`config.mk`:
```
export PLATFORM = sky130hd
export DESIGN_NAME = mem_ctrl
export DESIGN_NICKNAME = d
export VERILOG_FILES = /design/src/rtl/mem_ctrl_pkg.sv /design/src/rtl/mem_ctrl_slot.sv /design/src/rtl/mem_ctrl.sv
export SDC_FILE = /design/constraint.sdc
export NUM_CORES = 1
export LEC_CHECK = 0
export BUFFER_PORTS_ARGS = -buffer_cell sky130_fd_sc_hd__buf_2
export CELL_PAD_IN_SITES_DETAIL_PLACEMENT = 0
export CELL_PAD_IN_SITES_GLOBAL_PLACEMENT = 1
export CORE_MARGIN = 2
export CORE_UTILIZATION = 40
export DETAILED_ROUTE_END_ITERATION = 10
export GPL_TIMING_DRIVEN = 0
export PLACE_DENSITY_LB_ADDON = 0.1
export REMOVE_ABC_BUFFERS = 1
export SKIP_CTS_REPAIR_TIMING = 1
export SLEW_MARGIN = 15
export SYNTH_ARGS = -nofsm -noshare
export SYNTH_HDL_FRONTEND = slang
export SYNTH_HIERARCHICAL = 1
export SYNTH_SLANG_ARGS = --single-unit
```
`constraint.sdc`:
```
create_clock -name clk_in -period 9.03 [get_ports clk_in]
set_input_delay 0.903 -clock clk_in [delete_from_list [all_inputs] [get_ports clk_in]]
set_output_delay 0.903 -clock clk_in [all_outputs]
set_load 0.02 [all_outputs]
```
`src/rtl/mem_ctrl_pkg.sv`:
```
// Shared types and decode helpers for the byte-serial memory controller.
// Holds instruction-type encodings, FSM states and the pending-request record.
package mem_ctrl_pkg;

  localparam int ADDRESS_WIDTH     = 32;
  localparam int INSTRUCTION_WIDTH = 32;
  localparam int INST_TYPE_WIDTH   = 4;

  localparam logic [INST_TYPE_WIDTH-1:0] INST_LB  = 4'd0;
  localparam logic [INST_TYPE_WIDTH-1:0] INST_LH  = 4'd1;
  localparam logic [INST_TYPE_WIDTH-1:0] INST_LW  = 4'd2;
  localparam logic [INST_TYPE_WIDTH-1:0] INST_LBU = 4'd3;
  localparam logic [INST_TYPE_WIDTH-1:0] INST_LHU = 4'd4;
  localparam logic [INST_TYPE_WIDTH-1:0] INST_SB  = 4'd5;
  localparam logic [INST_TYPE_WIDTH-1:0] INST_SH  = 4'd6;
  localparam logic [INST_TYPE_WIDTH-1:0] INST_SW  = 4'd7;

  typedef enum logic [1:0] {
    S_IDLE  = 2'd0,
    S_STORE = 2'd1,
    S_LOAD  = 2'd2,
    S_FETCH = 2'd3
  } state_t;

  typedef struct packed {
    logic [ADDRESS_WIDTH-1:0]     addr;
    logic [INST_TYPE_WIDTH-1:0]   itype;
    logic [INSTRUCTION_WIDTH-1:0] data;
  } req_t;

  function automatic logic [2:0] byte_count(input logic [INST_TYPE_WIDTH-1:0] itype);
    case (itype)
      INST_SB, INST_LB, INST_LBU: byte_count = 3'd1;
      INST_SH, INST_LH, INST_LHU: byte_count = 3'd2;
      default:                    byte_count = 3'd4;
    endcase
  endfunction

  function automatic logic [INSTRUCTION_WIDTH-1:0] load_extend(
    input logic [INST_TYPE_WIDTH-1:0]   itype,
    input logic [INSTRUCTION_WIDTH-1:0] raw
  );
    case (itype)
      INST_LB:  load_extend = {{24{raw[7]}}, raw[7:0]};
      INST_LBU: load_extend = {24'd0, raw[7:0]};
      INST_LH:  load_extend = {{16{raw[15]}}, raw[15:0]};
      INST_LHU: load_extend = {16'd0, raw[15:0]};
      default:  load_extend = raw;
    endcase
  endfunction

endpackage

```
`src/rtl/mem_ctrl_slot.sv`:
```
// Pending-request latch: captures one request and holds it until the
// arbiter takes it, or until a flush discards it.
module mem_req_slot
  import mem_ctrl_pkg::*;
(
  input  logic clk_in,
  input  logic rst_in,
  input  logic rdy_in,
  input  logic set,
  input  logic clr,
  input  logic flush_clr,
  input  req_t req_next,
  output logic valid,
  output req_t req
);

  // A flush in the same cycle as the set pulse wins, so the request is dropped.
  always_ff @(posedge clk_in) begin
    if (rst_in) begin
      valid <= 1'b0;
      req   <= '0;
    end else if (rdy_in) begin
      if (flush_clr || clr) begin
        valid <= 1'b0;
      end else if (set && !valid) begin
        valid <= 1'b1;
        req   <= req_next;
      end
    end
  end

endmodule

```
`src/rtl/mem_ctrl.sv`:
```
// Byte-serial RAM controller arbitrating ROB stores, load-buffer loads and
// instruction fetches onto an 8-bit synchronous RAM port.
//
// state   | meaning
// S_IDLE  | waiting; picks store > load > fetch from the pending slots
// S_STORE | driving one write byte per cycle, then finish pulse
// S_LOAD  | issuing read addresses, capturing bytes one cycle later
// S_FETCH | as S_LOAD, always 4 bytes, no extension
module mem_ctrl
  import mem_ctrl_pkg::*;
(
  input  logic                         clk_in,
  input  logic                         rst_in,
  input  logic                         rdy_in,
  input  logic                         flush,
  input  logic                         rob_en_in,
  input  logic [ADDRESS_WIDTH-1:0]     rob_address_in,
  input  logic [INSTRUCTION_WIDTH-1:0] rob_wdata_in,
  input  logic [INST_TYPE_WIDTH-1:0]   rob_inst_type_in,
  output logic                         rob_rdy_out,
  output logic                         rob_finish_out,
  input  logic                         lbuffer_en_in,
  input  logic [ADDRESS_WIDTH-1:0]     lbuffer_address_in,
  input  logic [INST_TYPE_WIDTH-1:0]   lbuffer_inst_type_in,
  output logic                         lbuffer_finish_out,
  output logic [INSTRUCTION_WIDTH-1:0] lbuffer_data_out,
  input  logic                         if_en_in,
  input  logic [ADDRESS_WIDTH-1:0]     if_pc_in,
  output logic                         if_finish_out,
  output logic [INSTRUCTION_WIDTH-1:0] if_inst_out,
  input  logic [7:0]                   mem_din_in,
  output logic [7:0]                   mem_dout_out,
  output logic [31:0]                  mem_a_out,
  output logic                         mem_wr_out
);

  req_t store_next, load_next, fetch_next;
  req_t store_req, load_req, fetch_req;
  logic store_valid, load_valid, fetch_valid;
  logic store_clr, load_clr, fetch_clr;

  assign store_next = '{addr: rob_address_in, itype: rob_inst_type_in, data: rob_wdata_in};
  assign load_next  = '{addr: lbuffer_address_in, itype: lbuffer_inst_type_in, data: '0};
  assign fetch_next = '{addr: if_pc_in, itype: INST_LW, data: '0};

  // Stores are already committed, so a flush never touches the store slot.
  mem_req_slot u_store_slot (
    .clk_in    (clk_in),
    .rst_in    (rst_in),
    .rdy_in    (rdy_in),
    .set       (rob_en_in),
    .clr       (store_clr),
    .flush_clr (1'b0),
    .req_next  (store_next),
    .valid     (store_valid),
    .req       (store_req)
  );

  mem_req_slot u_load_slot (
    .clk_in    (clk_in),
    .rst_in    (rst_in),
    .rdy_in    (rdy_in),
    .set       (lbuffer_en_in),
    .clr       (load_clr),
    .flush_clr (flush),
    .req_next  (load_next),
    .valid     (load_valid),
    .req       (load_req)
  );

  mem_req_slot u_fetch_slot (
    .clk_in    (clk_in),
    .rst_in    (rst_in),
    .rdy_in    (rdy_in),
    .set       (if_en_in),
    .clr       (fetch_clr),
    .flush_clr (flush),
    .req_next  (fetch_next),
    .valid     (fetch_valid),
    .req       (fetch_req)
  );

  state_t                       state_q, state_d;
  logic [2:0]                   cnt_q, cnt_d;
  req_t                         cur_q, cur_d;
  logic [INSTRUCTION_WIDTH-1:0] asm_q, asm_d, asm_cap;
  logic [2:0]                   nbytes;
  logic [1:0]                   cap_idx;
  logic [31:0]                  byte_addr;

  logic                         rob_finish_q, rob_finish_d;
  logic                         lb_finish_q, lb_finish_d;
  logic                         if_finish_q, if_finish_d;
  logic [INSTRUCTION_WIDTH-1:0] lb_data_q, lb_data_d;
  logic [INSTRUCTION_WIDTH-1:0] if_inst_q, if_inst_d;
  logic [31:0]                  a_q, a_d;
  logic [7:0]                   dout_q, dout_d;
  logic                         wr_q, wr_d;

  // Read data lags its address by one cycle, so byte k lands when cnt_q = k+2.
  always_comb begin
    nbytes    = (state_q == S_FETCH) ? 3'd4 : byte_count(cur_q.itype);
    cap_idx   = cnt_q[1:0] - 2'd2;
    byte_addr = cur_q.addr + {29'd0, cnt_q};
    asm_cap   = asm_q;
    asm_cap[{cap_idx, 3'b000} +: 8] = mem_din_in;

    state_d      = state_q;
    cnt_d        = cnt_q;
    cur_d        = cur_q;
    asm_d        = asm_q;
    store_clr    = 1'b0;
    load_clr     = 1'b0;
    fetch_clr    = 1'b0;
    rob_finish_d = 1'b0;
    lb_finish_d  = 1'b0;
    if_finish_d  = 1'b0;
    lb_data_d    = lb_data_q;
    if_inst_d    = if_inst_q;
    a_d          = a_q;
    dout_d       = dout_q;
    wr_d         = 1'b0;

    case (state_q)
      S_IDLE: begin
        if (store_valid) begin
          store_clr = 1'b1;
          cur_d     = store_req;
          cnt_d     = 3'd0;
          state_d   = S_STORE;
        end else if (load_valid && !flush) begin
          load_clr = 1'b1;
          cur_d    = load_req;
          cnt_d    = 3'd0;
          asm_d    = '0;
          state_d  = S_LOAD;
        end else if (fetch_valid && !flush) begin
          fetch_clr = 1'b1;
          cur_d     = fetch_req;
          cnt_d     = 3'd0;
          asm_d     = '0;
          state_d   = S_FETCH;
        end
      end

      S_STORE: begin
        if (cnt_q == nbytes) begin
          rob_finish_d = 1'b1;
          state_d      = S_IDLE;
        end else begin
          a_d    = byte_addr;
          dout_d = cur_q.data[{cnt_q[1:0], 3'b000} +: 8];
          wr_d   = 1'b1;
          cnt_d  = cnt_q + 3'd1;
        end
      end

      S_LOAD, S_FETCH: begin
        if (flush) begin
          state_d = S_IDLE;
        end else begin
          if (cnt_q < nbytes) begin
            a_d = byte_addr;
          end
          if (cnt_q >= 3'd2) begin
            asm_d = asm_cap;
          end
          if (cnt_q == nbytes + 3'd1) begin
            state_d = S_IDLE;
            if (state_q == S_LOAD) begin
              lb_finish_d = 1'b1;
              lb_data_d   = load_extend(cur_q.itype, asm_cap);
            end else begin
              if_finish_d = 1'b1;
              if_inst_d   = asm_cap;
            end
          end else begin
            cnt_d = cnt_q + 3'd1;
          end
        end
      end

      default: state_d = S_IDLE;
    endcase
  end

  always_ff @(posedge clk_in) begin
    if (rst_in) begin
      state_q      <= S_IDLE;
      cnt_q        <= '0;
      cur_q        <= '0;
      asm_q        <= '0;
      rob_finish_q <= 1'b0;
      lb_finish_q  <= 1'b0;
      if_finish_q  <= 1'b0;
      lb_data_q    <= '0;
      if_inst_q    <= '0;
      a_q          <= '0;
      dout_q       <= '0;
      wr_q         <= 1'b0;
    end else if (rdy_in) begin
      state_q      <= state_d;
      cnt_q        <= cnt_d;
      cur_q        <= cur_d;
      asm_q        <= asm_d;
      rob_finish_q <= rob_finish_d;
      lb_finish_q  <= lb_finish_d;
      if_finish_q  <= if_finish_d;
      lb_data_q    <= lb_data_d;
      if_inst_q    <= if_inst_d;
      a_q          <= a_d;
      dout_q       <= dout_d;
      wr_q         <= wr_d;
    end
  end

  assign rob_finish_out     = rob_finish_q;
  assign lbuffer_finish_out = lb_finish_q;
  assign lbuffer_data_out   = lb_data_q;
  assign if_finish_out      = if_finish_q;
  assign if_inst_out        = if_inst_q;
  assign mem_a_out          = a_q;
  assign mem_dout_out       = dout_q;
  // A held write byte must not be repeated into RAM while stalled.
  assign mem_wr_out         = wr_q & rdy_in;
  assign rob_rdy_out        = !store_valid && (state_q != S_STORE) && !rob_finish_q;

endmodule
```
==> flow_summary.json, run 1 <==
{
  "status": "completed",
  "dr.pass1.iters": 4,
  "die_y_um": 228,
  "grt_pass1_wl_um": 85900,
  "rsz0062_at_grt": "false",
  "wl_per_cell_um": 16.4,
  "layout_setup_ws_ns": 5.26,
  "n_antenna_cell": 0,
  "slew_headroom_pct": 26.7,
  "cts_tree": "built",
  "syn_area_um2": 20100,
  "drc": 0,
  "ys_ff_latch": 420,
  "die-area_um2": 52100,
  "clock_sinks": 420,
  "clkSlewWorstSetupHoldPaths_ns": 0.06,
  "rr_worst_depth": 9,
  "startpoint_type": "flop",
  "post_drt_via_cell_ratio": 4.91,
  "n_fill_cell": 4837,
  "hpwl_um": 37600,
  "port_buffers": 259,
  "clock_latency_ns": 0.59,
  "io_pins": 260,
  "num_rows": 82,
  "final_core_util_pct": 48.8,
  "power.density_nw_per_um2": 180,
  "power_mw": 4.38,
  "grt_pass1_vias": 15700,
  "core_area_um2": 50000,
  "ys.flop_type": "dfxtp_1",
  "arrival_ns": 4.24,
  "crit_fanout": 17,
  "min_path_type": "flop to flop",
  "cts_buffer_depth": 3,
  "setup_tns_ns": 0,
  "dp.cells": 3189,
  "cts-htree-levels": 2,
  "overflow": 0,
  "maxCapViolCount": 0,
  "drtIter0Drc": 730,
  "numCtsBuffers": 49,
  "post-route-period-util_pct": 41.8,
  "die_width_um": 228,
  "preCtsSetupSlack_ns": 5.13,
  "fin_skew_ns": 0.0190,
  "nets": 2733,
  "whs_path_depth": 2,
  "start_util_pct": 40.3,
  "fmax_mhz": 265,
  "worst-setup-path-type": "flop to flop",
  "setup_viol": 0,
  "cts_root_buffer": "clkbuf_16",
  "finalMaxSlewViolations": 0,
  "antenna_found_initial": 0,
  "timing.hold.ws_ns": 0.445,
  "ant_nets": 0,
  "routed_wl_um": 53900,
  "final_area_um2": 24400,
  "vdd_drop_max_v": 0.000137,
  "dpl_cell_area_um2": 22700,
  "stdcell_count": 3280,
  "gp_congestion": 0.758,
  "vias": 16100,
  "grt_max_degree": 155,
  "hold_violations": 0,
  "area_growth_pct": 21.1,
  "fin_crit_ns": 3.77,
  "critPathCaptureType": "flop",
  "yosysUniqueCellTypes": 61,
  "post_synth.cell_area_avg_um2": 8.75,
  "required_ns": 9.50,
  "ys_warn_count": 6,
  "syn_inst": 2300,
  "drive_gt1_share_pct": 17.4,
  "synthArstFlopShare_pct": 0,
  "ys_seq_area_share_pct": 41.8,
  "synth-edff-count": 0,
  "grt_use_total_pct": 20.2,
  "tightestPinTransition_ns": 1.10,
  "p_leak_nw": 8.83
}
==> cell usage after synthesis, types with 33 or more instances <==
master	count	area (µm²)
dfxtp_1	420	8410
nand2b_1	412	2580
nand2_1	306	1150
mux2i_1	301	3010
a21oi_1	172	861
o21ai_0	124	621
clkbuf_1	120	450
nor2_1	75	282
nand3_1	49	245
inv_1	36	135
buf_2	33	165
==> cells by family (layout without fill, tap and decap cells) <==
kind of cell,after synthesis,count (layout),share of synthesized area (%)
and+or+nand+nor,934,934,24.4
DFF,420,420,41.8
AOI/OAI and AO/OA,376,376,10.9
muxes,309,309,15.9
buffers and inverters,212,452,4.70
xor gates and xnor gates,33,33,1.44
adders and majority gates,14,14,0.907
other,2,70,0.0373
==> cells in the final DEF (no fill, tap or decap), drive strengths merged, types with 9 or more instances in the layout <==
cell type  count
dfxtp        420
nand2b       412
buf          325
nand2        306
mux2i        301
a21oi        172
o21ai        125
clkbuf        81
nor2          75
conb          70
nand3         49
inv           37
xnor2         30
nor2b         30
a211oi        26
nor3          21
ha            13
a31o           9
nand3b         9
==> worst paths after layout <==
kind                          endpoint  slack, ns      start
hold reg to reg              asm_q[10]       0.44  asm_q[10]
setup reg to reg  lbuffer_data_out[11]       5.26   cnt_q[0]
hold / removal               asm_q[10]       0.44  asm_q[10]
setup / recovery  lbuffer_data_out[11]       5.26   cnt_q[0]
==> report_power, final <==
part	switching, mW	internal, mW
logic	0.234	0.171
clock network	0.802	1.24
registers	0.0345	1.90
total	1.07	3.31
==> metal layers <==
metal  vias up  global-route usage, %  wire (µm)
met5         -                      0          0
met4         0                   5.82       1060
met3        63                   2.97       2160
met2       277                   33.9      25200
met1      7579                   27.1      25400
li1       8194                      -          -
==> area by class of cell <==
cell class	instances	area, µm²	area share (%)
well taps	672	841	3.45
repair buffers	325	2250	9.22
flip-flops and latches	420	8410	34.5
inverters	36	135	0.554
clock inverters	10	114	0.467
clock buffers	81	1570	6.44
multi-input cells	1736	11100	45.4
==> worst max-delay path: stages, from the launching register on <==
cell	delay [ns]
dfxtp_1	1.04
inv_1	0.32
ha_1	0.47
or4_1	0.57
nor3_4	0.43
buf_8	0.23
buf_8	0.17
buf_8	0.15
nand2_1	0.05
o221a_2	0.21
==> registers in the layout, indices dropped and copies added (netlist names), 32 cells and up <==
| name | count |
|---|---|
| mem_a_out | 32 |
| u_fetch_slot/req | 68 |
| cur_q | 68 |
| lbuffer_data_out | 32 |
| asm_q | 32 |
| u_store_slot/req | 68 |
| u_load_slot/req | 68 |
| if_inst_out | 32 |
Note: power is estimated with default switching activity, not from simulation.
==> run 2: changes to the inputs <==
==> constraint.sdc (replaced) <==
create_clock -name clk_in -period 3.9 [get_ports clk_in]
set_input_delay 0.39 -clock clk_in [delete_from_list [all_inputs] [get_ports clk_in]]
set_output_delay 0.39 -clock clk_in [all_outputs]
set_load 0.02 [all_outputs]
==> run 2 against run 1 <==
  * Via count stayed put
  * First-iteration DRC count stayed put
  * Wire length unchanged
  * Flip-flop and latch count stayed put
  * Final cell count unchanged
  * Die area is the same
  * Largest power group unchanged
==> flow_summary.json, run 2 (synthesis results as in run 1) <==
{
  "dpl_cell_area_um2": 22700,
  "overflow": 0,
  "fin_skew_ns": 0.0190,
  "hpwl_um": 37600,
  "ant_nets": 0,
  "min_path_type": "input pin to flop",
  "setup_viol": 0,
  "finalMaxSlewViolations": 0,
  "rrSetupSlack_ns": 0.26,
  "endpoint": "lbuffer_data_out[11]",
  "post_drt_via_cell_ratio": 4.91,
  "port_buffers": 259,
  "clkSlewWorstSetupHoldPaths_ns": 0.06,
  "max_stage_delay_ns": 0.73,
  "cts_buffer_depth": 3,
  "clock_sinks": 420,
  "cp-startpoint": "cur_q[33]",
  "status": "completed",
  "numCtsBuffers": 49,
  "final_area_um2": 24400,
  "fmax_mhz": 275,
  "wl_per_cell_um": 16.4,
  "slew_headroom_pct": 31.0,
  "power_mw": 10.1,
  "post-route-period-util_pct": 93.2,
  "antenna_found_initial": 0,
  "dr.pass1.iters": 4,
  "nets": 2733,
  "drtIter0Drc": 730,
  "cts_root_buffer": "clkbuf_16",
  "path_cells": "xnor2_1 > a211oi_1 > ha_1 > xor2_1 > or4_1 > nor3_4 > buf_8 > buf_8 > buf_8 > nand2_1 > o221a_2",
  "rr_worst_depth": 11,
  "hold_violations": 0,
  "critPathCaptureType": "flop",
  "io_pins": 260,
  "routed_wl_um": 53900,
  "start_util_pct": 40.3,
  "arrival_ns": 4.11,
  "grt_use_total_pct": 20.2,
  "maxCapViolCount": 0,
  "num_rows": 82,
  "crit_fanout": 17,
  "die_width_um": 228,
  "p_leak_nw": 8.83,
  "grt_max_degree": 155,
  "cts_tree": "built",
  "gp_congestion": 0.758,
  "worst-setup-path-type": "flop to flop",
  "core_area_um2": 50000,
  "n_antenna_cell": 0,
  "grt_pass1_wl_um": 85900,
  "die-area_um2": 52100,
  "startpoint_type": "flop",
  "grt_pass1_vias": 15700,
  "layout.cells.most_common": "dfxtp_1",
  "required_ns": 4.37,
  "clock_latency_ns": 0.59,
  "critical_path_depth": 11,
  "whs_path_depth": 3,
  "mostFrequentLayoutCells": "dfxtp_1, nand2b_1, nand2_1, mux2i_1, buf_2",
  "cts-htree-levels": 2,
  "area_growth_pct": 21.1,
  "crit_top_cell": "buf_8",
  "path_buf_inv": 3,
  "vdd_drop_max_v": 0.000317,
  "tightestPinTransition_ns": 1.03,
  "r2r-start": "cur_q[33]",
  "n_fill_cell": 4836,
  "drive_gt1_share_pct": 17.5,
  "power.density_nw_per_um2": 416,
  "fin_crit_ns": 3.64,
  "drc": 0,
  "rsz0062_at_grt": "false",
  "vias": 16100,
  "reg2reg_to": "lbuffer_data_out[11]",
  "die_y_um": 228,
  "critPathTopFamily": "simple AND/OR/NAND/NOR gates",
  "cp_slowest_cell": "dfxtp_1"
}
==> run 2: cell count changes in the layout (fill, tap and decap cells not counted) <==
cell / before / now
dfxtp_1: 418 / 417
dfxtp_2: 1 / 2
==> run 2: through the flow <==
stage	hold slack [ns]	cells	utilization, %	worst slack (ns)	TNS, ns
global route	0.0462	3280	48.8	0.0236	0
CTS	0.0144	3280	48.8	-0.00673	-0.00673
finish	0.0510	3280	48.8	0.264	0
global placement	0.434	3123	43.5	-8.19	-2220.95
floorplan	0.421	2192	-	-2.43	-569.25
detailed placement	0.439	3189	45.4	-0.00180	-0.00180
==> run 2: where the power goes <==
| part | leakage, nW | internal, mW | total [mW] | switching, mW |
|---|---|---|---|---|
| Sequential | 3.40 | 4.40 | 4.48 | 0.0799 |
| Clock | 0.817 | 2.87 | 4.72 | 1.86 |
| Combinational | 4.62 | 0.395 | 0.936 | 0.541 |
| Total | 8.83 | 7.67 | 10.1 | 2.48 |
==> run 2: layer usage <==
layer	share of wire, %	vias to the layer above	GRT usage [%]
li1	-	8194	-
met1	47	7579	27.1
met2	47	277	33.9
met3	4.0	63	2.97
met4	2.0	0	5.82
met5	0	-	0
==> run 2: tightest hold or removal path, delay by kind of cell <==
| kind | cells | cell delay, ns |
|---|---|---|
| buffers and inverters | 1 | 0.09 |
| multiplexers | 1 | 0.06 |
| AND/OR/NAND/NOR | 1 | 0.05 |
==> run 2: cell type report <==
cell class,count,area [µm²],share of cell area (%)
clock buffers,81,1570,6.44
well taps,672,841,3.45
clock inverters,10,114,0.467
repair buffers,325,2250,9.22
flip-flops and latches,420,8410,34.5
inverters,36,135,0.554
multi-input cells,1736,11100,45.4
==> run 2: worst min path at each step <==
stage | start | endpoint | slack [ns]
6_report | if_pc_in[4] | u_fetch_slot/req[40] | 0.05
5_1_grt | rob_address_in[7] | u_store_slot/req[43] | 0.05
4_1_cts | if_pc_in[0] | u_fetch_slot/req[36] | 0.01
3_5_place_dp | asm_q[10] | asm_q[10] | 0.44
3_3_place_gp | asm_q[5] | asm_q[5] | 0.43
2_1_floorplan | asm_q[0] | asm_q[0] | 0.42
==> run 3: changes to the inputs <==
--- a/config.mk
+++ b/config.mk
@@ -5,6 +5,7 @@
 export SDC_FILE = /design/constraint.sdc
 export NUM_CORES = 1
 export LEC_CHECK = 0
+export ABC_AREA = 1
 export BUFFER_PORTS_ARGS = -buffer_cell sky130_fd_sc_hd__buf_2
 export CELL_PAD_IN_SITES_DETAIL_PLACEMENT = 0
 export CELL_PAD_IN_SITES_GLOBAL_PLACEMENT = 1
@@ -20,3 +21,4 @@
 export SYNTH_HDL_FRONTEND = slang
 export SYNTH_HIERARCHICAL = 1
 export SYNTH_SLANG_ARGS = --single-unit
+export TNS_END_PERCENT = 30
==> run 3 against run 2 <==
  * Worst hold slack better by 0.046 ns
  * Die area is 7.9% higher
  * Flip-flop and latch count stayed put
  * Via count increased by 31%
  * Area after synthesis increased by 8.1%
  * Final cell count grew 32%
  * Critical path depth shrank 1
  * Worst setup slack improved by 0.17 ns
  * Combinational power increased by 110%
  * Power is 12% higher
  * Sequential power increased by 6.9%
  * Sequential share of layout area down 1.8 points
  * Critical path type unchanged
  * Critical endpoint is now lbuffer_data_out[28]
  * Largest power group is now sequential cells
==> flow_summary.json, run 3 <==
{
  "ys_top_cells_by_area": "dfxtp_1, nand2_1, inv_1",
  "min_path_type": "input pin to flop",
  "cts-htree-levels": 2,
  "post_synth.cell_area_avg_um2": 6.42,
  "drive_gt1_share_pct": 12.5,
  "hold_violations": 0,
  "overflow": 0,
  "critical_path_depth": 10,
  "antenna_found_initial": 0,
  "synthArstFlopShare_pct": 0,
  "power.density_nw_per_um2": 443,
  "drtIter0Drc": 1353,
  "setup_tns_ns": 0,
  "rsz0062_at_grt": "false",
  "startpoint_type": "flop",
  "hpwl_um": 45300,
  "whs_path_depth": 3,
  "reg2reg_to": "lbuffer_data_out[28]",
  "post_drt_via_cell_ratio": 4.88,
  "layout.cells.most_common": "nand2_1",
  "min_from": "rob_en_in",
  "clkSlewWorstSetupHoldPaths_ns": 0.06,
  "post-route-period-util_pct": 88.7,
  "wl_per_cell_um": 16.5,
  "port_buffers": 259,
  "grt_max_degree": 126,
  "clock_latency_ns": 0.59,
  "die_y_um": 237,
  "mostFrequentLayoutCells": "nand2_1, inv_1, dfxtp_1, nor2_1, buf_2",
  "core_area_um2": 53800,
  "p_leak_nw": 12.5,
  "arrival_ns": 3.98,
  "numCtsBuffers": 49,
  "slew_headroom_pct": 31.9,
  "stdcell_count": 4324,
  "cp_slowest_cell": "dfxtp_2",
  "finalMaxSlewViolations": 0,
  "cts_buffer_depth": 3,
  "area_growth_pct": 18.0,
  "n_antenna_cell": 0,
  "synth_top_area_share_pct": 38.6,
  "die-area_um2": 56300,
  "dr.pass1.iters": 6,
  "io_pins": 260,
  "ys_warn_count": 6,
  "maxCapViolCount": 0,
  "multi_input_area_um2": 9640,
  "ys_ff_latch": 420,
  "fmax_mhz": 289,
  "start_util_pct": 40.4,
  "drc": 0,
  "syn_area_um2": 21800,
  "ant_nets": 0,
  "setup_viol": 0,
  "synth_area_leader_cell": "dfxtp_1",
  "vdd_drop_max_v": 0.000270,
  "tightestPinTransition_ns": 1.02,
  "worst-setup-path-type": "flop to flop",
  "max_stage_delay_ns": 0.69,
  "register_area_um2": 8420,
  "routed_wl_um": 71500,
  "status": "completed",
  "ys.flop_type": "dfxtp_1",
  "required_ns": 4.42,
  "cp-startpoint": "cnt_q[1]",
  "vias": 21100,
  "yosysMostFrequentCell": "nand2_1",
  "yosysUniqueCellTypes": 48,
  "synth-edff-count": 0,
  "rr_worst_depth": 10,
  "timing.hold.ws_ns": 0.0971,
  "ys_seq_area_share_pct": 38.6,
  "rrSetupSlack_ns": 0.44,
  "path_cells": "inv_1 > ha_1 > nand4_4 > o22ai_2 > nand3_2 > nand2_1 > inv_2 > o21ai_0 > nor2_1 > nor2_1",
  "n_fill_cell": 5638,
  "clock_sinks": 420,
  "cts_root_buffer": "clkbuf_16",
  "crit_top_cell": "nor2_1",
  "fin_crit_ns": 3.46,
  "final_core_util_pct": 47.7,
  "preCtsSetupSlack_ns": -1.09,
  "gp_congestion": 0.835,
  "grt_pass1_wl_um": 112000,
  "syn_inst": 3391,
  "grt_pass1_vias": 19900,
  "dp.cells": 4235,
  "fin_skew_ns": 0.0159,
  "critPathTopFamily": "simple AND/OR/NAND/NOR gates",
  "min_to": "u_store_slot/valid",
  "num_rows": 85,
  "die_width_um": 237,
  "path_buf_inv": 2,
  "critPathCaptureType": "flop",
  "cts_tree": "built",
  "grt_use_total_pct": 25.0,
  "crit_fanout": 18,
  "netlist_top_cells_count": "nand2_1, inv_1, dfxtp_1",
  "r2r-start": "cnt_q[1]",
  "nets": 3755,
  "layout_setup_ws_ns": 0.439
}
[run 3: final cells by class]
cell class              instances  share of cell area [%]
clock buffers                  74                    5.80
clock inverters                15                   0.429
repair buffers                292                    8.31
multi-input cells            2028                    37.5
flip-flops and latches        420                    32.8
well taps                     696                    3.39
inverters                     799                    11.8
[run 3: power breakdown]
part,internal (mW),total [mW],switching (mW)
clock,2.69,4.60,1.91
sequential,4.57,4.79,0.224
combinational,0.651,1.98,1.33
total,7.91,11.4,3.46
[run 3: worst max path at each step]
stage / to
finish: lbuffer_data_out[28]
floorplan: u_load_slot/req[39]
detailed placement: lbuffer_data_out[28]
global placement: u_load_slot/req[44]
CTS: lbuffer_data_out[28]
global route: mem_a_out[31]
[run 3: worst min-delay path, stage by stage]
cell     delay [ns]
buf_2          0.10
nand2_1        0.09
a21oi_1        0.07
[run 3: logic make-up after synthesis]
| family | Yosys count | synth area share (%) |
|---|---|---|
| AND/OR/NAND/NOR | 1540 | 30.4 |
| buffers and inverters | 1010 | 18.5 |
| flip-flops | 420 | 38.6 |
| AO/OA/AOI/OAI | 390 | 10.9 |
| XOR/XNOR | 15 | 0.604 |
| adder cells (fa/ha/maj) | 14 | 0.839 |
| other | 2 | 0.0345 |
[run 3: per-stage QoR]
| step | instance area, µm² | power (mW) |
|---|---|---|
| 3_3_place_gp | 23100 | 6.74 |
| 5_1_grt | 25700 | 11.9 |
| 2_1_floorplan | 21000 | 6.00 |
| 6_report | 25700 | 11.4 |
| 3_5_place_dp | 24100 | 6.86 |
| 4_1_cts | 25700 | 11.5 |
[run 3: layer usage]
| metal | share of wire (%) | GRT usage [%] |
|---|---|---|
| met1 | 46 | 33.8 |
| met2 | 46 | 41.9 |
| met3 | 5.4 | 3.83 |
| met4 | 2.0 | 6.00 |
| met5 | 0 | 0 |
